[config.mk]
export PLATFORM = sky130hd
export DESIGN_NAME = ppg_afe_calibrator
export DESIGN_NICKNAME = d
export VERILOG_FILES = /design/src/rtl/ppg_afe_pkg.sv /design/src/rtl/ppg_window_stats.sv /design/src/rtl/ppg_afe_calibrator.sv
export SDC_FILE = /design/constraint.sdc
export NUM_CORES = 1
export LEC_CHECK = 0
export CORE_ASPECT_RATIO = 0.8
export CORE_MARGIN = 1
export CORE_UTILIZATION = 35
export CTS_BUF_LIST = sky130_fd_sc_hd__clkbuf_4 sky130_fd_sc_hd__clkbuf_8
export CTS_CLUSTER_DIAMETER = 100
export CTS_CLUSTER_SIZE = 30
export DETAILED_ROUTE_END_ITERATION = 12
export DONT_BUFFER_PORTS = 1
export MAX_ROUTING_LAYER = met4
export PLACE_DENSITY = 0.49
export REMOVE_ABC_BUFFERS = 1
export SYNTH_ARGS = -nofsm -noshare
export SYNTH_HDL_FRONTEND = slang
export SYNTH_SLANG_ARGS = --single-unit
[constraint.sdc]
create_clock -name CLK -period 7.75 [get_ports CLK]
set_input_delay 0.775 -clock CLK [delete_from_list [all_inputs] [get_ports CLK]]
set_output_delay 0.775 -clock CLK [all_outputs]
set_load 0.02 [all_outputs]
[src/rtl/ppg_afe_pkg.sv]
// Shared types and default constants for the PPG AFE calibration controller.
package ppg_afe_pkg;

    typedef enum logic [2:0] {
        IDLE,
        DC_CAL,
        PGA_CAL,
        NEXT_CH,
        RUN
    } cal_state_t;

    localparam int SAMPLE_CH_W   = 3;
    localparam int DEF_TARGET_LO = 120;
    localparam int DEF_TARGET_HI = 130;
    localparam int DEF_CLIP_LO   = 10;
    localparam int DEF_CLIP_HI   = 245;

endpackage

[src/rtl/ppg_window_stats.sv]
// Windowed min/max tracker; statistics and window_done include the sample
// presented in the current cycle so the caller can act on the same edge.
module ppg_window_stats
    import ppg_afe_pkg::*;
#(
    parameter int ADC_W  = 8,
    parameter int WINDOW = 20
) (
    input  logic             CLK,
    input  logic             rst_n,
    input  logic             clear,
    input  logic             sample,
    input  logic [ADC_W-1:0] din,
    output logic             win_done,
    output logic [ADC_W-1:0] win_min,
    output logic [ADC_W-1:0] win_max,
    output logic [ADC_W-1:0] win_mid
);

    localparam int CNT_W = (WINDOW > 1) ? $clog2(WINDOW) : 1;

    logic [CNT_W-1:0] cnt_q, cnt_d;
    logic [ADC_W-1:0] min_q, min_d;
    logic [ADC_W-1:0] max_q, max_d;

    always_comb begin
        win_min  = (sample && (din < min_q)) ? din : min_q;
        win_max  = (sample && (din > max_q)) ? din : max_q;
        win_done = sample && (cnt_q == CNT_W'(WINDOW - 1));
        // The sum needs one extra bit before halving.
        win_mid  = ADC_W'(({1'b0, win_max} + {1'b0, win_min}) >> 1);

        cnt_d = cnt_q;
        min_d = min_q;
        max_d = max_q;
        if (clear || win_done) begin
            cnt_d = '0;
            min_d = '1;
            max_d = '0;
        end else if (sample) begin
            cnt_d = cnt_q + 1'b1;
            min_d = win_min;
            max_d = win_max;
        end
    end

    always_ff @(posedge CLK or negedge rst_n) begin
        if (!rst_n) begin
            cnt_q <= '0;
            min_q <= '1;
            max_q <= '0;
        end else begin
            cnt_q <= cnt_d;
            min_q <= min_d;
            max_q <= max_d;
        end
    end

endmodule

[src/rtl/ppg_afe_calibrator.sv]
// Per-LED DC/PGA calibration followed by time-multiplexed run mode.
// Optional ambient (all LEDs off) slot in run mode: define PPG_AMBIENT_SLOT_EN.
module ppg_afe_calibrator
    import ppg_afe_pkg::*;
#(
    parameter int NUM_CH       = 2,
    parameter int ADC_W        = 8,
    parameter int DC_W         = 7,
    parameter int PGA_W        = 4,
    parameter int WINDOW       = 20,
    parameter int SLOT_SAMPLES = 10,
    parameter int TARGET_LO    = DEF_TARGET_LO,
    parameter int TARGET_HI    = DEF_TARGET_HI,
    parameter int CLIP_LO      = DEF_CLIP_LO,
    parameter int CLIP_HI      = DEF_CLIP_HI
) (
    input  logic                   CLK,
    input  logic                   rst_n,
    input  logic                   adc_valid,
    input  logic [ADC_W-1:0]       ADC,
    input  logic                   find_setting,
    output logic [NUM_CH-1:0]      LED_EN,
    output logic [DC_W-1:0]        DC_Comp,
    output logic [PGA_W-1:0]       PGA_Gain,
    output logic                   clk_filter,
    output logic                   busy,
    output logic                   done,
    output logic [NUM_CH-1:0]      cal_fail,
    output logic                   sample_valid,
    output logic [SAMPLE_CH_W-1:0] sample_ch,
    output logic [ADC_W-1:0]       sample_data
);

    localparam int CH_IDX_W = (NUM_CH > 1) ? $clog2(NUM_CH) : 1;
    localparam int SLOT_W   = (SLOT_SAMPLES > 1) ? $clog2(SLOT_SAMPLES) : 1;
`ifdef PPG_AMBIENT_SLOT_EN
    localparam int LAST_SLOT = NUM_CH;
`else
    localparam int LAST_SLOT = NUM_CH - 1;
`endif

    cal_state_t             state_q, state_d;
    logic [SAMPLE_CH_W-1:0] ch_q, ch_d;
    logic [DC_W-1:0]        dc_q, dc_d;
    logic [PGA_W-1:0]       pga_q, pga_d;
    logic                   busy_q, busy_d;
    logic                   done_q, done_d;
    logic [NUM_CH-1:0]      cal_fail_q, cal_fail_d;
    logic [DC_W-1:0]        dc_reg_q  [NUM_CH];
    logic [DC_W-1:0]        dc_reg_d  [NUM_CH];
    logic [PGA_W-1:0]       pga_reg_q [NUM_CH];
    logic [PGA_W-1:0]       pga_reg_d [NUM_CH];
    logic [SLOT_W-1:0]      slot_q, slot_d;
    logic                   sv_q, sv_d;
    logic [SAMPLE_CH_W-1:0] sch_q, sch_d;
    logic [ADC_W-1:0]       sdata_q, sdata_d;
    logic                   clkf_q, clkf_d;

    logic [CH_IDX_W-1:0]    ch_idx, next_idx;
    logic [SAMPLE_CH_W-1:0] next_ch;
    logic [DC_W-1:0]        next_dc;
    logic [PGA_W-1:0]       next_pga;
    logic                   pga_lock;
    logic                   stat_sample;
    logic                   win_done;
    logic [ADC_W-1:0]       win_min, win_max, win_mid;

    // A restart in the same cycle as a sample drops that sample.
    assign stat_sample = adc_valid && !find_setting &&
                         (state_q == DC_CAL || state_q == PGA_CAL);

    ppg_window_stats #(
        .ADC_W  (ADC_W),
        .WINDOW (WINDOW)
    ) u_stats (
        .CLK      (CLK),
        .rst_n    (rst_n),
        .clear    (find_setting),
        .sample   (stat_sample),
        .din      (ADC),
        .win_done (win_done),
        .win_min  (win_min),
        .win_max  (win_max),
        .win_mid  (win_mid)
    );

    assign ch_idx   = ch_q[CH_IDX_W-1:0];
    assign next_ch  = (ch_q == SAMPLE_CH_W'(LAST_SLOT)) ? '0 : ch_q + 1'b1;
    assign next_idx = next_ch[CH_IDX_W-1:0];
    // The ambient slot (channel index NUM_CH) runs dark with channel 0's gain.
    assign next_dc  = (next_ch < SAMPLE_CH_W'(NUM_CH)) ? dc_reg_q[next_idx]  : '0;
    assign next_pga = (next_ch < SAMPLE_CH_W'(NUM_CH)) ? pga_reg_q[next_idx] : pga_reg_q[0];

    always_comb begin
        LED_EN = '0;
        if (state_q == DC_CAL || state_q == PGA_CAL ||
            (state_q == RUN && ch_q < SAMPLE_CH_W'(NUM_CH)))
            LED_EN[ch_idx] = 1'b1;
    end

    always_comb begin
        state_d    = state_q;
        ch_d       = ch_q;
        dc_d       = dc_q;
        pga_d      = pga_q;
        busy_d     = busy_q;
        done_d     = done_q;
        cal_fail_d = cal_fail_q;
        dc_reg_d   = dc_reg_q;
        pga_reg_d  = pga_reg_q;
        slot_d     = slot_q;
        sv_d       = 1'b0;
        sch_d      = sch_q;
        sdata_d    = sdata_q;
        clkf_d     = ~clkf_q;
        pga_lock   = 1'b0;

        if (find_setting) begin
            state_d    = DC_CAL;
            ch_d       = '0;
            dc_d       = '0;
            pga_d      = '0;
            busy_d     = 1'b1;
            done_d     = 1'b0;
            cal_fail_d = '0;
            slot_d     = '0;
        end else begin
            case (state_q)
                DC_CAL: if (win_done) begin
                    if (win_mid < ADC_W'(TARGET_LO) && dc_q != '0)
                        dc_d = dc_q - 1'b1;
                    else if (win_mid > ADC_W'(TARGET_HI) && !(&dc_q))
                        dc_d = dc_q + 1'b1;
                    else begin
                        // Out of band here means the code hit its end stop.
                        if (win_mid < ADC_W'(TARGET_LO) || win_mid > ADC_W'(TARGET_HI))
                            cal_fail_d[ch_idx] = 1'b1;
                        dc_reg_d[ch_idx] = dc_q;
                        state_d          = PGA_CAL;
                    end
                end
                PGA_CAL: if (win_done) begin
                    if (win_min <= ADC_W'(CLIP_LO) || win_max >= ADC_W'(CLIP_HI)) begin
                        pga_d    = (pga_q == '0) ? '0 : pga_q - 1'b1;
                        pga_lock = 1'b1;
                    end else if (&pga_q)
                        pga_lock = 1'b1;
                    else
                        pga_d = pga_q + 1'b1;
                    if (pga_lock) begin
                        pga_reg_d[ch_idx] = pga_d;
                        state_d           = NEXT_CH;
                    end
                end
                NEXT_CH: if (ch_q == SAMPLE_CH_W'(NUM_CH - 1)) begin
                    ch_d    = '0;
                    busy_d  = 1'b0;
                    done_d  = 1'b1;
                    dc_d    = dc_reg_q[0];
                    pga_d   = pga_reg_q[0];
                    slot_d  = '0;
                    state_d = RUN;
                end else begin
                    ch_d    = ch_q + 1'b1;
                    dc_d    = '0;
                    pga_d   = '0;
                    state_d = DC_CAL;
                end
                RUN: if (adc_valid) begin
                    // First sample of each slot is a settling sample.
                    if (slot_q != '0) begin
                        sv_d    = 1'b1;
                        sch_d   = ch_q;
                        sdata_d = ADC;
                    end
                    if (slot_q == SLOT_W'(SLOT_SAMPLES - 1)) begin
                        slot_d = '0;
                        ch_d   = next_ch;
                        dc_d   = next_dc;
                        pga_d  = next_pga;
                    end else
                        slot_d = slot_q + 1'b1;
                end
                default: ;
            endcase
        end
    end

    always_ff @(posedge CLK or negedge rst_n) begin
        if (!rst_n) begin
            state_q    <= IDLE;
            ch_q       <= '0;
            dc_q       <= '0;
            pga_q      <= '0;
            busy_q     <= 1'b0;
            done_q     <= 1'b0;
            cal_fail_q <= '0;
            dc_reg_q   <= '{default: '0};
            pga_reg_q  <= '{default: '0};
            slot_q     <= '0;
            sv_q       <= 1'b0;
            sch_q      <= '0;
            sdata_q    <= '0;
            clkf_q     <= 1'b0;
        end else begin
            state_q    <= state_d;
            ch_q       <= ch_d;
            dc_q       <= dc_d;
            pga_q      <= pga_d;
            busy_q     <= busy_d;
            done_q     <= done_d;
            cal_fail_q <= cal_fail_d;
            dc_reg_q   <= dc_reg_d;
            pga_reg_q  <= pga_reg_d;
            slot_q     <= slot_d;
            sv_q       <= sv_d;
            sch_q      <= sch_d;
            sdata_q    <= sdata_d;
            clkf_q     <= clkf_d;
        end
    end

    assign DC_Comp      = dc_q;
    assign PGA_Gain     = pga_q;
    assign busy         = busy_q;
    assign done         = done_q;
    assign cal_fail     = cal_fail_q;
    assign sample_valid = sv_q;
    assign sample_ch    = sch_q;
    assign sample_data  = sdata_q;
    assign clk_filter   = clkf_q;

endmodule

==> flow_summary_export.csv <==
group,metric,value,unit
logic_synthesis,ys.flop_type,"dfrtp_1",
placement,port_buffers,0,
clocking,cts_max_path_buffers,2,
clocking,cts.sinks,81,
clocking,root_buffer,"clkbuf_8",
die,initial_core_util,35.85,%
die,die_h,113.1,um
layout,layout-drive-gt1-share,13.10,%
route,num_vias,4398,
clocking,cts_tree,"done",
logic_synthesis,avgSynthCellArea,9.107,sq um
timing,worst_slack,1.244,ns
logic_synthesis,synth_edf_count,0,
timing,slew_viol_final,0,
clocking,post_cts_buffers,0,
grt,grt_pass1_wl,23.29,mm
timing,setup_violations,0,
logic_synthesis,ys_seq_area_share,37.72,%
logic_synthesis,synthArstFlopShare,100.0,%
logic_synthesis,yosysTopAreaCellShare,33.83,%
timing,worst_hold_slack,0.08984,ns
placement,dpl-instance-area,5583,sq um
power,finalPower,1.216,mW
timing,fin_skew,0.01079,ns
job,max-cap-violations,0,
timing,hold_viol_final,0,
grt,grt_pass1_vias,4158,
route,drtPass1Iterations,5,
logic_synthesis,yosys_warnings,0,
logic_synthesis,ys_top_cells_by_area,"dfrtp_1 (34%), ha_1 (7.6%), mux2_2 (6.7%)",
timing,fmaxAchievable,153.7,MHz
grt,grt_max_degree,82,
clocking,holdBufCountCts,0,
logic_synthesis,ys_ff_latch,81,
route,ant_nets,0,
layout,finalNetCount,630,
layout,fin_util,38.32,%
placement,post-place-ws,1.217,ns
die,rows,40,
route,wl,14.23,mm
layout,antenna_cells,0,
die,die_w,140.9,um
grt,grt_remaining_overflow,0,
clocking,htreeDepth,3,
grt,antenna_found_initial,0,
clocking,cts_made_buffers,9,
power,peakVddDrop,0.1071,mV
die,dieArea,15930,sq um
logic_synthesis,synth_cells,593,
route,via_per_inst,5.511,
outcome,status,"finished clean",
critical_path,path_class,"flop to flop",
placement,dp_cells,782,
clocking,clk_latency,0.38,ns
power,leakage,2.655,nW
route,wire_per_inst,17.83,um
layout,areaGrowthSynthToFinish,6.905,%
layout,fill_cells,1567,
logic_synthesis,synth.most_common_cell,"nand2_1",
clocking,post_cts_resized,0,
logic_synthesis,synth.cell_area,5400,sq um
layout,final_cells,798,
timing,fin_crit_sh,83.94,%
logic_synthesis,synth_cell_types,75,
timing,max_slew_margin,27.11,%
timing,period_needed,6.506,ns
layout,post-route-cell-area,5773,sq um
die,ios,42,
timing,tightest_slew,1.089,ns
grt,grt_usage,19.58,%
critical_path,cp_max_fo,15,
logic_synthesis,synth_top_cell_by_area,"dfrtp_1",
critical_path,cp-start-kind,"flop",
route,drt_first_iter_violations,330,
worst_hold_path,hp-class,"primary input to asynchronous set/reset pin",
critical_path,critPathRequiredTime,8.01,ns
logic_synthesis,synthTopCellsByCount,"nand2_1 (78), dfrtp_1 (73), o21ai_0 (44)",
route,drc,0,
clocking,clk_pin_slew_worst_paths,0.09,ns
critical_path,cp.arrival,6.77,ns
placement,hpwl,10.49,mm
timing,rsz0062_at_grt,"no",
critical_path,end_kind,"flop",
timing,fin_setup_tns,0,ns
placement,gp_congestion,0.8736,
power,power-per-cell-area,210.7,nW/um^2
die,coreArea,15060,sq um
-- placed cells by master, fill, tap and decap left out, drive strengths merged, types with 3 or more instances in the layout --
cell / synthesis / layout
xnor2: 9 / 9
nand2b: 7 / 7
nand3: 14 / 14
or3: 5 / 5
clkbuf: 20 / 9
a211oi: 4 / 4
a31oi: 5 / 5
a21o: 6 / 6
a32o: 3 / 3
a22oi: 4 / 4
a22o: 3 / 3
nor3: 11 / 11
and2: 4 / 4
dfstp: 8 / 8
clkinv: 1 / 4
a222oi: 10 / 10
mux2: 32 / 32
a21oi: 37 / 37
inv: 43 / 45
dfrtp: 73 / 73
ha: 33 / 33
nor2b: 11 / 11
o211ai: 4 / 4
nand2: 79 / 79
nand4: 6 / 6
mux2i: 4 / 4
nor4: 7 / 7
o21a: 4 / 4
o21ai: 47 / 47
nor2: 43 / 43
xor2: 6 / 6
o211a: 3 / 3
-- flip-flops by register name (all words and copies together) (netlist names), 2 cells and up --
register,count
u_stats.min_q,8
PGA_Gain,4
sample_data,8
cal_fail,2
pga_reg_q,8
u_stats.cnt_q,5
sample_ch,3
dc_reg_q,14
u_stats.max_q,8
state_q,3
ch_q,3
slot_q,4
DC_Comp,7
-- path summary, 6_finish.rpt --
path	from	to	slack, ns	depth (start not counted)
worst max-delay path	u_stats.max_q[5]	DC_Comp[5]	1.24	25
worst min-delay path	rst_n	u_stats.max_q[4]	0.09	0
worst max register to register	u_stats.max_q[5]	DC_Comp[5]	1.24	25
worst min register to register	u_stats.min_q[2]	u_stats.min_q[2]	0.51	2
max in group asynchronous	rst_n	u_stats.min_q[7]	7.40	0
min in group CLK	find_setting	u_stats.cnt_q[3]	0.46	1
-- routing by layer --
| layer | vias to the layer above | share of wire, % | global-route usage, % |
|---|---|---|---|
| li1 | 2129 | - | - |
| met1 | 2161 | 52 | 28.03 |
| met2 | 97 | 43 | 27.93 |
| met3 | 11 | 4.5 | 4.063 |
| met4 | 0 | 0.91 | 4.928 |
| met5 | - | 0 | - |
-- cell families (layout without fill, tap and decap cells) --
kind of cell	count (synthesis)	in the layout	synth area share (%)
AO/OA/AOI/OAI	157	157	20.02
XOR/XNOR	15	15	2.572
adder cells (fa/ha/maj)	35	35	8.387
buffers and inverters	67	62	4.819
flip-flops	81	81	37.72
multiplexers	37	37	7.831
AND/OR/NAND/NOR	201	201	18.65
-- worst max-delay path, stage by stage (launching register included) --
cell,delay [ns]
dfrtp_1,0.52
inv_1,0.14
ha_1,0.32
nand4_1,0.15
o211ai_1,0.16
o311ai_1,0.23
nor2_1,0.66
o21ai_0,0.33
ha_1,0.30
a21oi_1,0.41
nand3_1,0.14
o21a_1,0.17
o221ai_1,0.25
o211a_1,0.20
nor3_1,0.07
o31ai_2,0.42
inv_1,0.19
ha_1,0.31
a21o_1,0.18
a21o_1,0.20
a21o_1,0.18
a21oi_1,0.17
xnor2_1,0.10
a222oi_1,0.24
nor2_1,0.07
mux2_2,0.26
-- power by group --
part | total (mW) | internal (mW) | switching, mW
clock | 0.306 | 0.122 | 0.184
combinational | 0.409 | 0.182 | 0.226
sequential | 0.502 | 0.444 | 0.0574
-- cell type report --
class | instances | area (sq um) | share of cell area [%]
clock inverters | 7 | 66.31 | 1.149
clock buffers | 9 | 123.9 | 2.146
multi-input cells | 445 | 3103 | 53.75
repair buffers | 2 | 15.01 | 0.2601
flip-flops and latches | 81 | 2037 | 35.28
inverters | 44 | 165.2 | 2.861
well taps | 210 | 262.8 | 4.551
No activity file was read; power rests on OpenSTA's default activity.
